File: src/rtl/fib_disp_pkg.sv
// Shared definitions for the Fibonacci 7-segment display: segment codes,
// converter state encoding and BCD sizing helper.
package fib_disp_pkg;

    // Active-low segment codes, bit order {g,f,e,d,c,b,a}
    localparam logic [6:0] SEG_0    = 7'b1000000;
    localparam logic [6:0] SEG_1    = 7'b1111001;
    localparam logic [6:0] SEG_2    = 7'b0100100;
    localparam logic [6:0] SEG_3    = 7'b0110000;
    localparam logic [6:0] SEG_4    = 7'b0011001;
    localparam logic [6:0] SEG_5    = 7'b0010010;
    localparam logic [6:0] SEG_6    = 7'b0000010;
    localparam logic [6:0] SEG_7    = 7'b1111000;
    localparam logic [6:0] SEG_8    = 7'b0000000;
    localparam logic [6:0] SEG_9    = 7'b0010000;
    localparam logic [6:0] SEG_DASH = 7'b0111111;

    typedef enum logic [1:0] {IDLE, LOAD, SHIFT, DONE} conv_state_e;

    function automatic logic [6:0] seg_encode(input logic [3:0] bcd, input logic active_low);
        logic [6:0] p;
        case (bcd)
            4'd0:    p = SEG_0;
            4'd1:    p = SEG_1;
            4'd2:    p = SEG_2;
            4'd3:    p = SEG_3;
            4'd4:    p = SEG_4;
            4'd5:    p = SEG_5;
            4'd6:    p = SEG_6;
            4'd7:    p = SEG_7;
            4'd8:    p = SEG_8;
            4'd9:    p = SEG_9;
            default: p = SEG_DASH;
        endcase
        return active_low ? p : ~p;
    endfunction

    // ceil(width*0.302)+1 in integer arithmetic
    function automatic int bcd_digits(input int width);
        return (width * 302 + 999) / 1000 + 1;
    endfunction

endpackage

File: src/rtl/bin2bcd_seq.sv
// Sequential double-dabble binary-to-BCD converter: one shift per clock,
// result valid while done is high.
module bin2bcd_seq
    import fib_disp_pkg::*;
#(
    parameter int WIDTH = 8,
    parameter int NDIG  = 4
)(
    input  logic                clk,
    input  logic                reset,
    input  logic                clear,
    input  logic                start,
    input  logic [WIDTH-1:0]    bin,
    output logic                busy,
    output logic                done,
    output logic [4*NDIG-1:0]   bcd
);
    localparam int SW = 4 * NDIG + WIDTH;
    localparam int IW = $clog2(WIDTH + 1);

    conv_state_e     state_q, state_d;
    logic [SW-1:0]   sr_q, sr_d;
    logic [IW-1:0]   it_q, it_d;

    function automatic logic [SW-1:0] dabble(input logic [SW-1:0] s);
        logic [SW-1:0] t;
        t = s;
        for (int k = 0; k < NDIG; k++) begin
            if (t[WIDTH + 4*k +: 4] >= 4'd5)
                t[WIDTH + 4*k +: 4] = t[WIDTH + 4*k +: 4] + 4'd3;
        end
        return {t[SW-2:0], 1'b0};
    endfunction

    always_comb begin
        state_d = state_q;
        sr_d    = sr_q;
        it_d    = it_q;
        case (state_q)
            IDLE:  if (start) state_d = LOAD;
            LOAD: begin
                sr_d    = SW'(bin);
                it_d    = '0;
                state_d = SHIFT;
            end
            SHIFT: begin
                sr_d = dabble(sr_q);
                it_d = it_q + 1'b1;
                if (it_q == IW'(WIDTH - 1)) state_d = DONE;
            end
            DONE:    state_d = IDLE;
            default: state_d = IDLE;
        endcase
        if (clear) begin
            state_d = IDLE;
            it_d    = '0;
        end
    end

    always_ff @(posedge clk or posedge reset) begin
        if (reset) begin
            state_q <= IDLE;
            sr_q    <= '0;
            it_q    <= '0;
        end else begin
            state_q <= state_d;
            sr_q    <= sr_d;
            it_q    <= it_d;
        end
    end

    assign busy = (state_q != IDLE);
    assign done = (state_q == DONE);
    assign bcd  = sr_q[SW-1 -: 4*NDIG];

endmodule

File: src/rtl/fib_seq_display.sv
// Fibonacci sequence generator with run/step/restart control, driving a bank
// of 7-segment digits through a sequential BCD converter.
module fib_seq_display
    import fib_disp_pkg::*;
#(
    parameter int WIDTH          = 8,
    parameter int DIGITS         = 3,
    parameter int TICK_DIV       = 25000000,
    parameter int SEG_ACTIVE_LOW = 1
)(
    input  logic                  clk,
    input  logic                  reset,
    input  logic                  run,
    input  logic                  step,
    input  logic                  restart,
    output logic [7*DIGITS-1:0]   hex,
    output logic [WIDTH-1:0]      value,
    output logic                  overflow,
    output logic                  busy
);
    localparam int         NB       = bcd_digits(WIDTH);
    localparam int         EXT      = (NB > DIGITS) ? NB : DIGITS;
    localparam int         CW       = $clog2(TICK_DIV);
    localparam logic       AL       = (SEG_ACTIVE_LOW != 0);
    localparam logic [6:0] ZERO_PAT = seg_encode(4'd0, AL);
    localparam logic [6:0] DASH_PAT = AL ? SEG_DASH : ~SEG_DASH;

    logic [CW-1:0]        cnt_q, cnt_d;
    logic [WIDTH-1:0]     prev_q, prev_d, cur_q, cur_d;
    logic                 ovf_q, ovf_d, start_q, start_d;
    logic [7*DIGITS-1:0]  hex_q, hex_d, seg_pat;
    logic                 tick, adv, conv_busy, conv_done, dash;
    logic [WIDTH:0]       sum;
    logic [4*NB-1:0]      bcd;
    logic [4*EXT-1:0]     bcd_ext;

    assign tick = run && (cnt_q == CW'(TICK_DIV - 1));
    assign sum  = {1'b0, prev_q} + {1'b0, cur_q};
    // start_q covers the cycle between an advance and the converter leaving IDLE
    assign adv  = ((run & tick) | (~run & step)) & ~conv_busy & ~start_q;

    always_comb begin
        bcd_ext = '0;
        bcd_ext[4*NB-1:0] = bcd;
        dash = 1'b0;
        for (int k = DIGITS; k < EXT; k++)
            dash = dash | (bcd_ext[4*k +: 4] != 4'd0);
        seg_pat = '0;
        for (int k = 0; k < DIGITS; k++)
            seg_pat[7*k +: 7] = dash ? DASH_PAT : seg_encode(bcd_ext[4*k +: 4], AL);
    end

    always_comb begin
        cnt_d   = (!run || tick) ? '0 : cnt_q + 1'b1;
        prev_d  = prev_q;
        cur_d   = cur_q;
        ovf_d   = ovf_q;
        start_d = adv;
        hex_d   = hex_q;
        if (adv) begin
            if (sum[WIDTH]) begin
                ovf_d  = 1'b1;
                prev_d = '0;
                cur_d  = WIDTH'(1);
            end else begin
                prev_d = cur_q;
                cur_d  = sum[WIDTH-1:0];
            end
        end
        if (conv_done) hex_d = seg_pat;
        if (restart) begin
            cnt_d   = '0;
            prev_d  = '0;
            cur_d   = WIDTH'(1);
            ovf_d   = 1'b0;
            start_d = 1'b0;
            hex_d   = {DIGITS{ZERO_PAT}};
        end
    end

    always_ff @(posedge clk or posedge reset) begin
        if (reset) begin
            cnt_q   <= '0;
            prev_q  <= '0;
            cur_q   <= WIDTH'(1);
            ovf_q   <= 1'b0;
            start_q <= 1'b0;
            hex_q   <= {DIGITS{ZERO_PAT}};
        end else begin
            cnt_q   <= cnt_d;
            prev_q  <= prev_d;
            cur_q   <= cur_d;
            ovf_q   <= ovf_d;
            start_q <= start_d;
            hex_q   <= hex_d;
        end
    end

    bin2bcd_seq #(.WIDTH(WIDTH), .NDIG(NB)) u_conv (
        .clk   (clk),
        .reset (reset),
        .clear (restart),
        .start (start_q),
        .bin   (prev_q),
        .busy  (conv_busy),
        .done  (conv_done),
        .bcd   (bcd)
    );

    assign hex      = hex_q;
    assign value    = prev_q;
    assign overflow = ovf_q;
    assign busy     = conv_busy;

endmodule

File: config.mk
export PLATFORM = sky130hd
export DESIGN_NAME = fib_seq_display
export DESIGN_NICKNAME = d
export VERILOG_FILES = /design/src/rtl/fib_disp_pkg.sv /design/src/rtl/bin2bcd_seq.sv /design/src/rtl/fib_seq_display.sv
export SDC_FILE = /design/constraint.sdc
export NUM_CORES = 1
export LEC_CHECK = 0
export BUFFER_PORTS_ARGS = -buffer_cell sky130_fd_sc_hd__buf_2
export CAP_MARGIN = 20
export CORE_MARGIN = 2
export CORE_UTILIZATION = 55
export DETAILED_ROUTE_END_ITERATION = 12
export PLACE_DENSITY = 0.77
export RECOVER_POWER = 100
export SYNTH_ARGS = -nofsm -noshare
export SYNTH_HDL_FRONTEND = slang
export SYNTH_SLANG_ARGS = --single-unit
File: constraint.sdc
create_clock -name clk -period 2.9 [get_ports clk]
set_clock_uncertainty 0.1 [all_clocks]
set_input_delay 0.435 -clock clk [delete_from_list [all_inputs] [get_ports clk]]
set_output_delay 0.435 -clock clk [all_outputs]
set_load 0.01 [all_outputs]
==> flow_summary.json <==
{
  "fill_cells": 781,
  "min_to": "cnt_q[0]",
  "syn_area_um2": 5070,
  "cts-htree-levels": 3,
  "clk_pin_slew_worst_paths_ps": 90,
  "p_leak_nw": 2.24,
  "p_per_area_nw_per_um2": 588,
  "syn_avg_cell_area_um2": 9.32,
  "ctsLongestPathBuffers": 2,
  "hp-start": "cnt_q[0]",
  "routed_wl_mm": 9.74,
  "yosys-top-cells-area": "dfrtp_1 44%, ha_1 7.9%, nor2_1 6.3%, a21oi_1 3.9%, xnor2_1 3.6%",
  "vias": 3872,
  "grt_pass1_wl_mm": 16.9,
  "gp_congestion": 0.864,
  "min_period_ps": 2660,
  "ys_seq_elements": 94,
  "synthFlopType": "dfrtp_1",
  "fin_area_um2": 5470,
  "max_cap_violations": 1,
  "pin_count": 36,
  "ff2ff_path_depth": 7,
  "die_w_um": 100,
  "final_cells": 689,
  "slew_headroom_pct": -48.8,
  "cts_buffers": 9,
  "r2r_end": "value[6]",
  "synth-edff-count": 0,
  "cts_tree": "yes",
  "outcome": "finished with violations",
  "hold_class": "register to register",
  "postCtsSetupRepairBufs": 0,
  "synthCells": 544,
  "synth_commonest_cells": "90 x dfrtp_1, 85 x nor2_1, 40 x a21oi_1",
  "wl_per_cell_um": 14.1,
  "first_pass_iters": 4,
  "drcViolationCount": 0,
  "cts_resized": 0,
  "fp.dieH_um": 100,
  "yosysSeqAreaShare_pct": 46.5,
  "ant_nets": 0,
  "yosysUniqueCellTypes": 46,
  "yosysTopAreaCell": "dfrtp_1",
  "dp_hpwl_mm": 6.74,
  "die_area_um2": 10000,
  "vdd_drop_max_mv": 0.381,
  "whs_ps": 378,
  "antenna_found_initial": 0,
  "power_mw": 3.22,
  "worstPathRequired_ps": 3100,
  "fin_nets": 611,
  "rsz0062_at_grt": "false",
  "hold_viol": 0,
  "cp.arrival_ps": 2860,
  "cts_hold_buf": 0,
  "path_class": "register to register",
  "core-area_um2": 9110,
  "initialDrtViolationCount": 154,
  "cp-end-kind": "register",
  "r2r-start": "cnt_q[8]",
  "grtUsageTotal_pct": 20.6,
  "port_buffers": 35,
  "start_util_pct": 55.7,
  "globalRouteOverflowTotal": 0,
  "worst-path-max-fanout": 16,
  "drive_gt1_share_pct": 5.88,
  "diodes": 0,
  "tightest_slew_ps": 2230,
  "yosysMostFrequentCell": "dfrtp_1",
  "rows": 35,
  "async_flop_share_pct": 100,
  "cp-start-kind": "register",
  "synthToLayoutAreaGrowth_pct": 7.77,
  "grt_max_degree": 95,
  "cts.sinks": 94,
  "root_buffer": "clkbuf_8",
  "synth_fp_nets": 582,
  "yosysWarnings": 0,
  "whs_path_depth": 1,
  "grt_pass1_vias": 3843,
  "finalSetupViolations": 0,
  "tns_ps": 0,
  "max_freq_mhz": 376,
  "fin_crit_sh_pct": 91.7,
  "place_area_um2": 5370,
  "viasPerCell": 5.62,
  "synth_top_area_share_pct": 44.4,
  "failed_checks": "capacitance limit, slew limit",
  "dpl.cell_count": 673,
  "r2r_setup_slack_ps": 240,
  "slew_viol_final": 95,
  "clock_latency_ps": 370
}
logic make-up (layout without fill, tap and decap cells):
kind of cell               Yosys count  in the layout  share of synthesized area, %
DFF                                 94             94                          46.5
AOI/OAI and AO/OA                  137            137                          17.3
xor gates and xnor gates            34             34                          5.87
buffers and inverters               62             96                          4.69
adders and majority gates           33             33                          8.29
and+or+nand+nor                    173            173                          15.2
muxes                               11             11                          2.17
metrics by stage:
stage          util [%]  worst slack [ps]
5_1_grt            60.0              77.5
3_3_place_gp       59.0               434
6_report           60.0               241
3_5_place_dp       59.0               324
2_1_floorplan         -               618
4_1_cts            60.9               287
cells in the final DEF (no fill, tap or decap), types with 3 or more instances in the layout:
master,netlist,routed
inv_1,36,35
clkbuf_2,0,3
clkbuf_1,20,34
nor2b_1,4,4
clkinvlp_4,0,4
o21a_1,4,4
nor4_1,3,3
dfrtp_1,90,90
mux2i_1,11,11
dfstp_2,4,4
buf_4,1,4
o21ai_0,26,27
clkbuf_8,0,10
a21oi_1,40,40
a211oi_1,12,12
nor3_1,8,8
xor2_1,13,13
ha_1,32,32
nand3_1,14,14
clkinv_2,0,3
buf_2,1,3
nand2_1,38,38
and3_1,6,6
nor2_1,85,85
a311oi_1,7,7
o22ai_1,21,21
o211ai_1,3,3
xnor2_1,21,21
nand2b_1,4,4
a32o_1,11,11
critical path: stages, from the launching register on:
cell and delay [ps]:
dfrtp_1 440, or4b_1 530, nor4b_1 280, nand4b_1 200, o21a_1 410, nor2_1 300, buf_4 220, a32o_1 130
registers in the layout, summed over array words and instances (netlist names):
| signal | count |
|---|---|
| cur_q | 8 |
| hex | 21 |
| overflow | 1 |
| u_conv.it_q | 4 |
| u_conv.state_q | 2 |
| value | 8 |
| cnt_q | 25 |
| u_conv.sr_q | 24 |
| start_q | 1 |
power by group:
part           switching, mW  leakage, nW  internal [mW]  total, mW
logic                  0.584        0.880          0.291      0.875
registers             0.0854         1.28           1.46       1.55
clock network          0.465       0.0841          0.330      0.795
worst max-delay path by stage:
stage	to	slack, ps	depth (start not counted)	startpoint
floorplan	cur_q[5]	620	10	cur_q[0]
global placement	value[0]	430	7	cnt_q[8]
detailed placement	value[0]	320	7	cnt_q[8]
CTS	value[6]	290	7	cnt_q[8]
global route	cnt_q[19]	80	3	reset
finish	value[6]	240	7	cnt_q[8]
routing by layer:
metal  track usage, %  vias up  share of wire (%)
li1                 -     1960                  -
met4             5.80        0                1.1
met5                0        -                  0
met2             36.1       55                 48
met1             25.9     1848                 47
met3             4.04        9                4.0
final cells by class:
cell class                      instances  area [um2]  area share, %
Clock inverter                          6        37.5          0.687
Sequential cell                        94        2360           43.1
Timing Repair Buffer                   44         188           3.43
Inverter                               36         139           2.54
Clock buffer                           10         138           2.52
Tap cell                              111         139           2.54
Multi-Input combinational cell        388        2470           45.2
Power figures use the tool's default switching activity.
